[src/rtl/relu_queue_sequencer_pkg.sv]
// Shared sizing defaults and FSM encoding for the ReLU queue sequencer.
// Build option: RELU_ZERO_SKIP_EN (zero-valued nodes bypass the MAC).
`ifndef RELU_NODES
`define RELU_NODES 4
`endif
`ifndef RELU_INDEX_WIDTH
`define RELU_INDEX_WIDTH 2
`endif
`ifndef LAYER_2_IN_BIT_WIDTH
`define LAYER_2_IN_BIT_WIDTH 8
`endif

package relu_queue_sequencer_pkg;

  localparam int DEF_RELU_NODES = `RELU_NODES;
  localparam int DEF_INDEX_W    = `RELU_INDEX_WIDTH;
  localparam int DEF_VALUE_W    = `LAYER_2_IN_BIT_WIDTH;

  typedef enum logic [2:0] {
    IDLE    = 3'd0,
    LOAD    = 3'd1,
    DEQ     = 3'd2,
    CAPTURE = 3'd3,
    FETCH   = 3'd4,
    WAIT_W  = 3'd5,
    ISSUE   = 3'd6,
    DONE    = 3'd7
  } state_t;

endpackage

[src/rtl/relu_queue_sequencer.sv]
// Drains queued layer-1 ReLU outputs, fetches weights, feeds the MAC.
// Build option: RELU_ZERO_SKIP_EN (zero-valued nodes bypass the MAC).
`ifndef RELU_NODES
`define RELU_NODES 4
`endif
`ifndef RELU_INDEX_WIDTH
`define RELU_INDEX_WIDTH 2
`endif
`ifndef LAYER_2_IN_BIT_WIDTH
`define LAYER_2_IN_BIT_WIDTH 8
`endif

module relu_queue_sequencer
  import relu_queue_sequencer_pkg::*;
#(
  parameter int RELU_NODES           = `RELU_NODES,
  parameter int RELU_INDEX_WIDTH     = `RELU_INDEX_WIDTH,
  parameter int LAYER_2_IN_BIT_WIDTH = `LAYER_2_IN_BIT_WIDTH
) (
  input  logic                            clk,
  input  logic                            reset,
  input  logic                            start,
  output logic                            queue_write_enable,
  output logic                            queue_dequeue,
  output logic                            queue_reset,
  input  logic [RELU_INDEX_WIDTH-1:0]     queue_index_in,
  input  logic [LAYER_2_IN_BIT_WIDTH-1:0] queue_value_in,
  input  logic                            queue_empty,
  output logic                            weight_rd,
  output logic [RELU_INDEX_WIDTH-1:0]     weight_addr,
  input  logic                            weight_valid,
  output logic                            mac_valid,
  input  logic                            mac_ready,
  output logic [LAYER_2_IN_BIT_WIDTH-1:0] mac_value,
  output logic [RELU_INDEX_WIDTH-1:0]     mac_index,
  output logic                            mac_last,
  output logic                            busy,
  output logic                            done,
  output logic [RELU_INDEX_WIDTH:0]       mac_count
);

  localparam int CW = RELU_INDEX_WIDTH + 1;

  state_t state;
  state_t state_n;

  logic [RELU_INDEX_WIDTH-1:0]     idx_q;
  logic [RELU_INDEX_WIDTH-1:0]     addr_q;
  logic [LAYER_2_IN_BIT_WIDTH-1:0] val_q;
  logic [CW-1:0]                   cnt_q;
  logic                            rst_hold_q;
  logic                            qrst_q;
  logic                            xfer;
  logic                            skip;

  assign xfer = (state == ISSUE) && mac_ready;

`ifdef RELU_ZERO_SKIP_EN
  assign skip = (queue_value_in == '0);
`else
  assign skip = 1'b0;
`endif

  assign busy        = (state != IDLE);
  assign mac_value   = val_q;
  assign mac_index   = idx_q;
  assign mac_last    = (idx_q == RELU_INDEX_WIDTH'(RELU_NODES - 1));
  assign mac_count   = cnt_q;
  assign queue_reset = qrst_q;
  // Address follows the index in FETCH, then holds until the next FETCH.
  assign weight_addr = (state == FETCH) ? idx_q : addr_q;

  // State register.
  always_ff @(posedge clk) begin
    if (!reset) state <= IDLE;
    else        state <= state_n;
  end

  // Next-state and per-state strobes.
  always_comb begin
    state_n            = state;
    queue_write_enable = 1'b0;
    queue_dequeue      = 1'b0;
    weight_rd          = 1'b0;
    mac_valid          = 1'b0;
    done               = 1'b0;
    unique case (state)
      IDLE: if (start) state_n = LOAD;
      LOAD: begin
        queue_write_enable = 1'b1;
        state_n            = DEQ;
      end
      DEQ: begin
        queue_dequeue = 1'b1;
        state_n       = CAPTURE;
      end
      CAPTURE: begin
        if (skip) state_n = queue_empty ? DONE : DEQ;
        else      state_n = FETCH;
      end
      FETCH: begin
        weight_rd = 1'b1;
        state_n   = WAIT_W;
      end
      WAIT_W: if (weight_valid) state_n = ISSUE;
      ISSUE: begin
        mac_valid = 1'b1;
        if (mac_ready) state_n = queue_empty ? DONE : DEQ;
      end
      DONE: begin
        done    = 1'b1;
        state_n = IDLE;
      end
      default: state_n = IDLE;
    endcase
  end

  // Node capture, weight address hold, saturating transfer count.
  always_ff @(posedge clk) begin
    if (!reset) begin
      idx_q  <= '0;
      val_q  <= '0;
      addr_q <= '0;
      cnt_q  <= '0;
    end else begin
      if (state == CAPTURE) begin
        idx_q <= queue_index_in;
        val_q <= queue_value_in;
      end
      if (state == FETCH) addr_q <= idx_q;
      if (state == LOAD)
        cnt_q <= '0;
      else if (xfer && (cnt_q < CW'(RELU_NODES)))
        cnt_q <= cnt_q + 1'b1;
    end
  end

  // Queue reset covers the reset window plus one cycle after release.
  always_ff @(posedge clk) begin
    if (!reset) begin
      rst_hold_q <= 1'b1;
      qrst_q     <= 1'b1;
    end else begin
      rst_hold_q <= 1'b0;
      qrst_q     <= rst_hold_q;
    end
  end

endmodule

[config.mk]
export PLATFORM = sky130hd
export DESIGN_NAME = relu_queue_sequencer
export DESIGN_NICKNAME = d
export VERILOG_FILES = /design/src/rtl/relu_queue_sequencer_pkg.sv /design/src/rtl/relu_queue_sequencer.sv
export SDC_FILE = /design/constraint.sdc
export NUM_CORES = 1
export LEC_CHECK = 0
export ABC_AREA = 0
export CAP_MARGIN = 10
export CORE_AREA = 2 2 50 52
export DETAILED_ROUTE_END_ITERATION = 12
export DIE_AREA = 0 0 52 54
export PLACE_DENSITY = 0.75
export SETUP_SLACK_MARGIN = 0.15
export SYNTH_ARGS = -nofsm -noshare
export SYNTH_HDL_FRONTEND = slang
export SYNTH_SLANG_ARGS = --single-unit
export TNS_END_PERCENT = 100
[constraint.sdc]
create_clock -name clk -period 1.66 [get_ports clk]
set_input_delay 0.249 -clock clk [delete_from_list [all_inputs] [get_ports clk]]
set_output_delay 0.249 -clock clk [all_outputs]
set_load 0.05 [all_outputs]
Yosys cells after proc, flatten, opt, wreduce, memory -nomap -nowiden
Cells that the tools add are included.

Register bits: 20. Output and inout bits: 23.

$add $sub $neg: 1. Order comparisons: 1. Eq/ne operators: 11. Multiplexer cells: 12. Bitwise logic cells: 1. Reduce and logical (&&, ||, !) cells: 6.

Operator list (number): $pmux 3 s8 (1); $eq 3x3->1 const B (4); $mux 3 (4); $eq 3x2->1 const B (2); $mux 1 (6); $ne 2x2->1 const B (3); $add 3x1->3 const B (1); $eq 3x1->1 const B (1); $logic_not 3->1 (1); $lt 3x3->1 const B (1); $reduce_and 3->1 (1); $reduce_bool 3->1 (1); $eq 2x2->1 const B (1); $logic_and 1x1->1 (2); $mux 2 (1); $reduce_or 2->1 (1); $not 1->1 (1).

Longest topological paths before layout
Gate-level depths: netlist of run 1.

Word-level depth: 3. Gate-level depth with buffers: 5.

Least setup slack after synthesis of run 1
Ideal clock, no wire load.

Path kind: reg-to-output. Start point: register state[1]. End point: output port queue_dequeue. Data arrival time: 1.689 ns. Path slack: -0.278 ns. Stages on the path, launching flop included: 3. Cells stage by stage: dfxtp_1 > buf_6 > nor3b_1.

Cells in the longest elaborated chain, start to end: 2.

RTL lines: from (decl) (line relu_queue_sequencer.sv:44) `state_t state;`; from (signal assigned) (line relu_queue_sequencer.sv:76) `else state <= state_n;`; $eq 3x2->1 (line relu_queue_sequencer.sv:87) `unique case (state)`; $mux 1 (line relu_queue_sequencer.sv:87); to (decl) (line relu_queue_sequencer.sv:24) `output logic queue_dequeue,`.

No other way between the ends.

Final worst setup path of run 1
Start point: register state[0]. End point: output port weight_addr[1].

Cells in the longest elaborated chain, start to end: 2.

RTL lines: $eq 3x3->1 (line relu_queue_sequencer.sv:71) `assign weight_addr = (state == FETCH) ? idx_q : addr_q;`; $mux 2; to (decl) (line relu_queue_sequencer.sv:30) `output logic [RELU_INDEX_WIDTH-1:0] weight_addr,`.

No other way between the ends.

==> run metrics, run 1 <==
# diodes=0; CP cell instances=nor3b_4, mux2_4, buf_6; die height=54 µm; EDFF count, synth=0; Clock power frac=0.332; Slew Limit Fails=0; clk sinks=20; I/O pins=39; Top FF cell, synth=dfxtp_1; routed wire length=2.003 mm; final worst slack=-0.002311 ns; NetSw=0.3118 mW; Area growth syn-to-layout=68.02%; gr ovfl total=0; Die W=52 µm; Final min period=1.662 ns; clock-pin slew on the worst setup and hold paths=0.12 ns; detailed placement HPWL=1.510 mm; top-count cell post-synth=dfxtp_1; number of port buffers=38; Avg Synthesized Cell Area=9.714 µm²; max incr delay on CP=0.35 ns; drt drc=0; fmax=0.6016 GHz; Pint=0.8824 mW; All-Layer GR Usage=0.1575; crit path DAT=1.41 ns; area of the core=0.002320 mm²; worst min path class=reg -> reg; Synth Cell Area=864.6 µm²; syn_nets=106; Root Driver=clkbuf_4; DIE AREA=0.002808 mm²; CTS buffer count=3; cell taking the most area after synthesis=dfxtp_1; number of cells on the worst hold path=1; Nets=152; Area after DPL=0.001321 mm²; first-pass GRT wire length=3.312 mm; Layout Skew=0.005896 ns; Vias=792; Synth cell types=24; Layout Utilization=0.6262; WL/cell=12.21 µm; critical path class=reg -> out; final hold violation count=0; initial core utilization=0.3727; Logic pwr share=0.243; CTS tree=yes; Fillers=201; Yosys reg bits=20; Final ANT Viol Nets=0; Iter 0 DRT Violations=7; slowest CP cell=dfxtp_2; Async SR Flop Fraction=0; Worst setup EP type=output pin; Yosys warning total=0; crit share post-route=1.001; Synth Instances=89; cell family with the largest share of critical-path delay=flip-flops; Buf+Inv Stages, Crit Path=1; Longest Clk Path Bufs=2; final instance area=0.001453 mm²; failing checks=setup timing; max-cap violations=0; final setup fails=1; Placer Congestion=0.7606; CP Launch Type=flip-flop; crit-path max FO=3; Cell Rows=18; status=finished with violations; post-synthesis sequential area ratio=0.4631; hold_ws=0.4252 ns; Stages on worst setup path=3; Reg2Reg Depth=5; Flop pwr share=0.424; initial antenna violation count=0; Tightest Pin Transition=0.3800 ns; PD cells=822.1 mW/mm²; number of global-route vias before repair=758; commonest cells in the netlist=dfxtp_1 (20), nor2_1 (15), mux2i_1 (10), a21oi_1 (7), nand2b_1 (4); vias per inst=4.829; first drt pass iteration count=4; P_leak=0.7157 nW; WP data required=1.41 ns; worst skew pair latency=0.30 ns; switching share of total power=0.2611; maximum VDD drop=468.1 µV; share of cells above drive strength 1=0.3657; Yosys top cell area share=0.4631; ranking of synthesized cells by area=dfxtp_1 (46%), mux2i_1 (12%), nor2_1 (6.5%), a21oi_1 (4.1%), nand2b_1 (2.9%); htree depth=1; RSZ-0062 raised after global routing=yes; Max-slew headroom=0.7464; # hold bufs at CTS=0; largest net degree at the start of global routing=14
==> stage by stage <==
| step | total power, mW | TNS [ns] | std cells | setup WS (ns) |
|---|---|---|---|---|
| after floorplan | 0.6584 | 0 | 89 | 0.01725 |
| after global placement | 0.7692 | 0 | 157 | 0.2468 |
| after detailed placement | 0.7745 | 0 | 157 | 0.1834 |
| after CTS | 1.180 | -0.01593 | 162 | -0.01324 |
| after global routing | 1.243 | -0.1180 | 164 | -0.06170 |
| final | 1.194 | -0.002311 | 164 | -0.002311 |
==> worst paths after layout <==
check / endpoint / slack (ns) / start
setup reg to reg: mac_count[0]$_SDFFE_PP0P_ / 0.39 / state[1]$_SDFFE_PN0P_
hold reg to reg: queue_reset$_SDFF_PN1_ / 0.43 / rst_hold_q$_DFF_P_
hold / removal: queue_reset$_SDFF_PN1_ / 0.43 / rst_hold_q$_DFF_P_
setup / recovery: weight_addr[1] / -0.002 / state[0]$_SDFFE_PN0P_
==> sequential cells by signal, summed over array words and instances, names as in the netlist <==
register and count:
rst_hold_q 1, mac_index 2, mac_count 3, mac_value 8, queue_reset 1, addr_q 2, state 3
==> final cells by class <==
class                   instances  area [µm²]  share of cell area
clock inverters                 1       30.03             0.02067
flip-flops and latches         20       404.1              0.2782
clock buffers                   3       22.52             0.01550
well taps                      30       37.54             0.02584
inverters                       3       11.26            0.007752
multi-input cells              61       474.2              0.3264
repair buffers                 46       473.0              0.3256
==> power groups by stage <==
stage	clock network, mW	registers [mW]	logic [mW]
finish	0.397	0.507	0.291
global route	0.427	0.509	0.307
CTS	0.397	0.507	0.276
detailed placement	0	0.516	0.259
global placement	0	0.515	0.255
floorplan	0	0.541	0.118
==> kinds of logic after synthesis <==
logic type                 synth area share
and+or+nand+nor                      0.2503
adders and majority gates           0.01447
DFF                                  0.4631
buffers and inverters               0.05353
muxes                                0.1418
AOI/OAI and AO/OA                   0.07670
==> repair_timing <==
item | 4_1_cts | 5_1_grt
hold endpoints to repair | 0 | 0
gates resized for setup | 10 | 4
pin swaps | 2 | 1
setup endpoints to repair | 7 | 8
setup buffers | 1 | 2
cloned | 0 | 0
==> layer usage <==
layer	share of wire	GRT usage	wire length (µm)
met2	0.54	0.2911	1088
met3	0.056	0.02778	113
met5	0	0	0
met4	0	0.03947	0
met1	0.40	0.1875	801
==> cell usage in the layout, fill, tap and decap left out, drive strengths merged <==
| cell type | count |
|---|---|
| o21ai | 3 |
| nor2 | 15 |
| a21o | 1 |
| o31a | 1 |
| and2 | 3 |
| nor3b | 3 |
| nand4b | 1 |
| dfxtp | 20 |
| and4b | 1 |
| clkbuf | 3 |
| nor3 | 2 |
| buf | 31 |
| nand3b | 2 |
| mux2 | 2 |
| nand2 | 3 |
| clkdlybuf4s50 | 15 |
| bufinv | 1 |
| nand2b | 4 |
| mux2i | 10 |
| a21oi | 7 |
| inv | 3 |
| ha | 1 |
| or3 | 2 |
No activity file was read; power rests on OpenSTA's default activity.
==> run 2, diff against run 1 <==
--- a/config.mk
+++ b/config.mk
@@ -10,6 +10,7 @@
 export CORE_AREA = 2 2 50 52
 export DETAILED_ROUTE_END_ITERATION = 12
 export DIE_AREA = 0 0 52 54
+export MAX_ROUTING_LAYER = met4
 export PLACE_DENSITY = 0.75
 export SETUP_SLACK_MARGIN = 0.15
 export SYNTH_ARGS = -nofsm -noshare
==> run metrics, run 2 (synthesis results as in run 1) <==
# hold bufs at CTS=0 (unchanged); final setup fails=0 (-1); Pwr Total=1.190 mW (-0.32%); vias per inst=4.774 (-1.1%); Die W=52 µm (unchanged); clk sinks=20 (unchanged); first-pass GRT wire length=3.325 mm (+0.39%); crit-path max FO=3 (unchanged); PD cells=819.4 mW/mm² (-0.32%); Longest Clk Path Bufs=2 (unchanged); DIE AREA=0.002808 mm² (unchanged); initial antenna violation count=0 (unchanged); CP Launch Type=flip-flop; CTS buffer count=3 (unchanged); Stages on worst setup path=3 (unchanged); Fillers=201 (unchanged); max incr delay on CP=0.35 ns (about the same); All-Layer GR Usage=0.1626 (+0.005174); clock-pin slew on the worst setup and hold paths=0.12 ns (about the same); most frequent cells in the layout=buf_4 (21), dfxtp_1 (17), clkdlybuf4s50_1 (15); number of port buffers=38 (unchanged); TNS Setup=0 ns (+0.002311 ns); Worst setup EP type=output pin; # diodes=0 (unchanged); maximum VDD drop=463.7 µV (-0.95%); Vias=783 (-1.1%); worst skew pair latency=0.30 ns (about the same); fmax=0.6033 GHz (+0.29%); CTS tree=yes; gr ovfl total=0 (unchanged); drt drc=0 (unchanged); status=finished, final reports clean; Slew Limit Fails=0 (unchanged); initial core utilization=0.3727 (unchanged); CP cell instances=nor3b_4, mux2_4, buf_6; Root Driver=clkbuf_4; Area growth syn-to-layout=68.02% (unchanged); die height=54 µm (unchanged); Max-slew headroom=0.7471 (about the same); detailed placement HPWL=1.510 mm (unchanged); Layout Skew=0.008451 ns (+0.002555 ns); first drt pass iteration count=4 (unchanged); share of cells above drive strength 1=0.3657 (unchanged); cell family with the largest share of critical-path delay=flip-flops; largest net degree at the start of global routing=14 (unchanged); hold_ws=0.4243 ns (-0.0008860 ns); Final ANT Viol Nets=0 (unchanged); number of cells on the worst hold path=1 (unchanged); final hold violation count=0 (unchanged); Tightest Pin Transition=0.3790 ns (-0.0009968 ns); Nets=152 (unchanged); Iter 0 DRT Violations=9 (+2); htree depth=1 (unchanged); critical path class=reg -> out; Cell Rows=18 (unchanged); Placer Congestion=0.7706 (+1.3%); area of the core=0.002320 mm² (unchanged); slowest CP cell=dfxtp_2; RSZ-0062 raised after global routing=yes; Largest register FFs=8 (unchanged); Reg2Reg Depth=5 (unchanged); Final min period=1.658 ns (-0.004786 ns); WL/cell=12.19 µm (-0.20%); max-cap violations=0 (unchanged); crit share post-route=0.9985 (-0.002883); crit path DAT=1.41 ns (about the same); Buf+Inv Stages, Crit Path=1 (unchanged); routed wire length=1.999 mm (-0.20%); number of global-route vias before repair=756 (-0.26%); I/O pins=39 (unchanged); WP data required=1.41 ns (about the same); commonest non-fill, non-tap cell in the layout=buf_4; worst min path class=reg -> reg; P_leak=0.7157 nW (unchanged)
-- run 2: cell counts in the layout (fill, tap and decap cells not counted) --
Identical to the previous run, type by type.
-- run 2: final timing paths --
kind                          from                        end  slack (ns)
max          state[0]$_SDFFE_PN0P_             weight_addr[1]       0.002
min             rst_hold_q$_DFF_P_     queue_reset$_SDFF_PN1_        0.42
max reg2reg  state[1]$_SDFFE_PN0P_  mac_count[0]$_SDFFE_PP0P_        0.39
min reg2reg     rst_hold_q$_DFF_P_     queue_reset$_SDFF_PN1_        0.42
-- run 2: layout make-up --
class / instances / area, µm² / share of cell area
Clock inverter: 1 / 30.03 / 0.02067
Inverter: 3 / 11.26 / 0.007752
Clock buffer: 3 / 22.52 / 0.01550
Tap cell: 30 / 37.54 / 0.02584
Timing Repair Buffer: 46 / 473.0 / 0.3256
Multi-Input combinational cell: 61 / 474.2 / 0.3264
Sequential cell: 20 / 404.1 / 0.2782
-- run 2: per-layer routing --
metal,track usage,vias up,routed length [µm]
met5,-,-,0
met4,0.03947,0,0
met3,0.02778,0,113
met2,0.2911,22,1081
met1,0.1892,373,804
li1,-,388,-
-- run 2: worst register-to-register path: stages, from the launching register on --
cell	delay [ns]
dfxtp_2	0.38
buf_6	0.15
buf_4	0.13
nand4b_4	0.10
or3_1	0.31
a21oi_1	0.13
-- run 2: timing repair --
item / in CTS / in global routing
setup buffers: 1 / 2
endpoints found under the setup margin: 7 / 8
pin swaps: 2 / 1
hold endpoints to repair: 0 / 0
resized for setup: 10 / 4
-- run 2: per-stage QoR --
| stage | utilization | cell area, µm² | worst slack [ns] | cells |
|---|---|---|---|---|
| detailed placement | 0.5696 | 1321 | 0.1834 | 157 |
| floorplan | - | 883.3 | 0.01725 | 89 |
| global route | 0.6262 | 1453 | -0.06169 | 164 |
| finish | 0.6262 | 1453 | 0.002475 | 164 |
| global placement | 0.5696 | 1321 | 0.2468 | 157 |
| CTS | 0.6117 | 1419 | -0.01324 | 162 |
-- run 2: report_power, final --
| part | total [mW] | internal [mW] | leakage (nW) | switching (mW) |
|---|---|---|---|---|
| logic | 0.290 | 0.143 | 0.524 | 0.148 |
| registers | 0.507 | 0.496 | 0.164 | 0.0108 |
| clock network | 0.393 | 0.244 | 0.0279 | 0.149 |
| total | 1.19 | 0.882 | 0.716 | 0.308 |
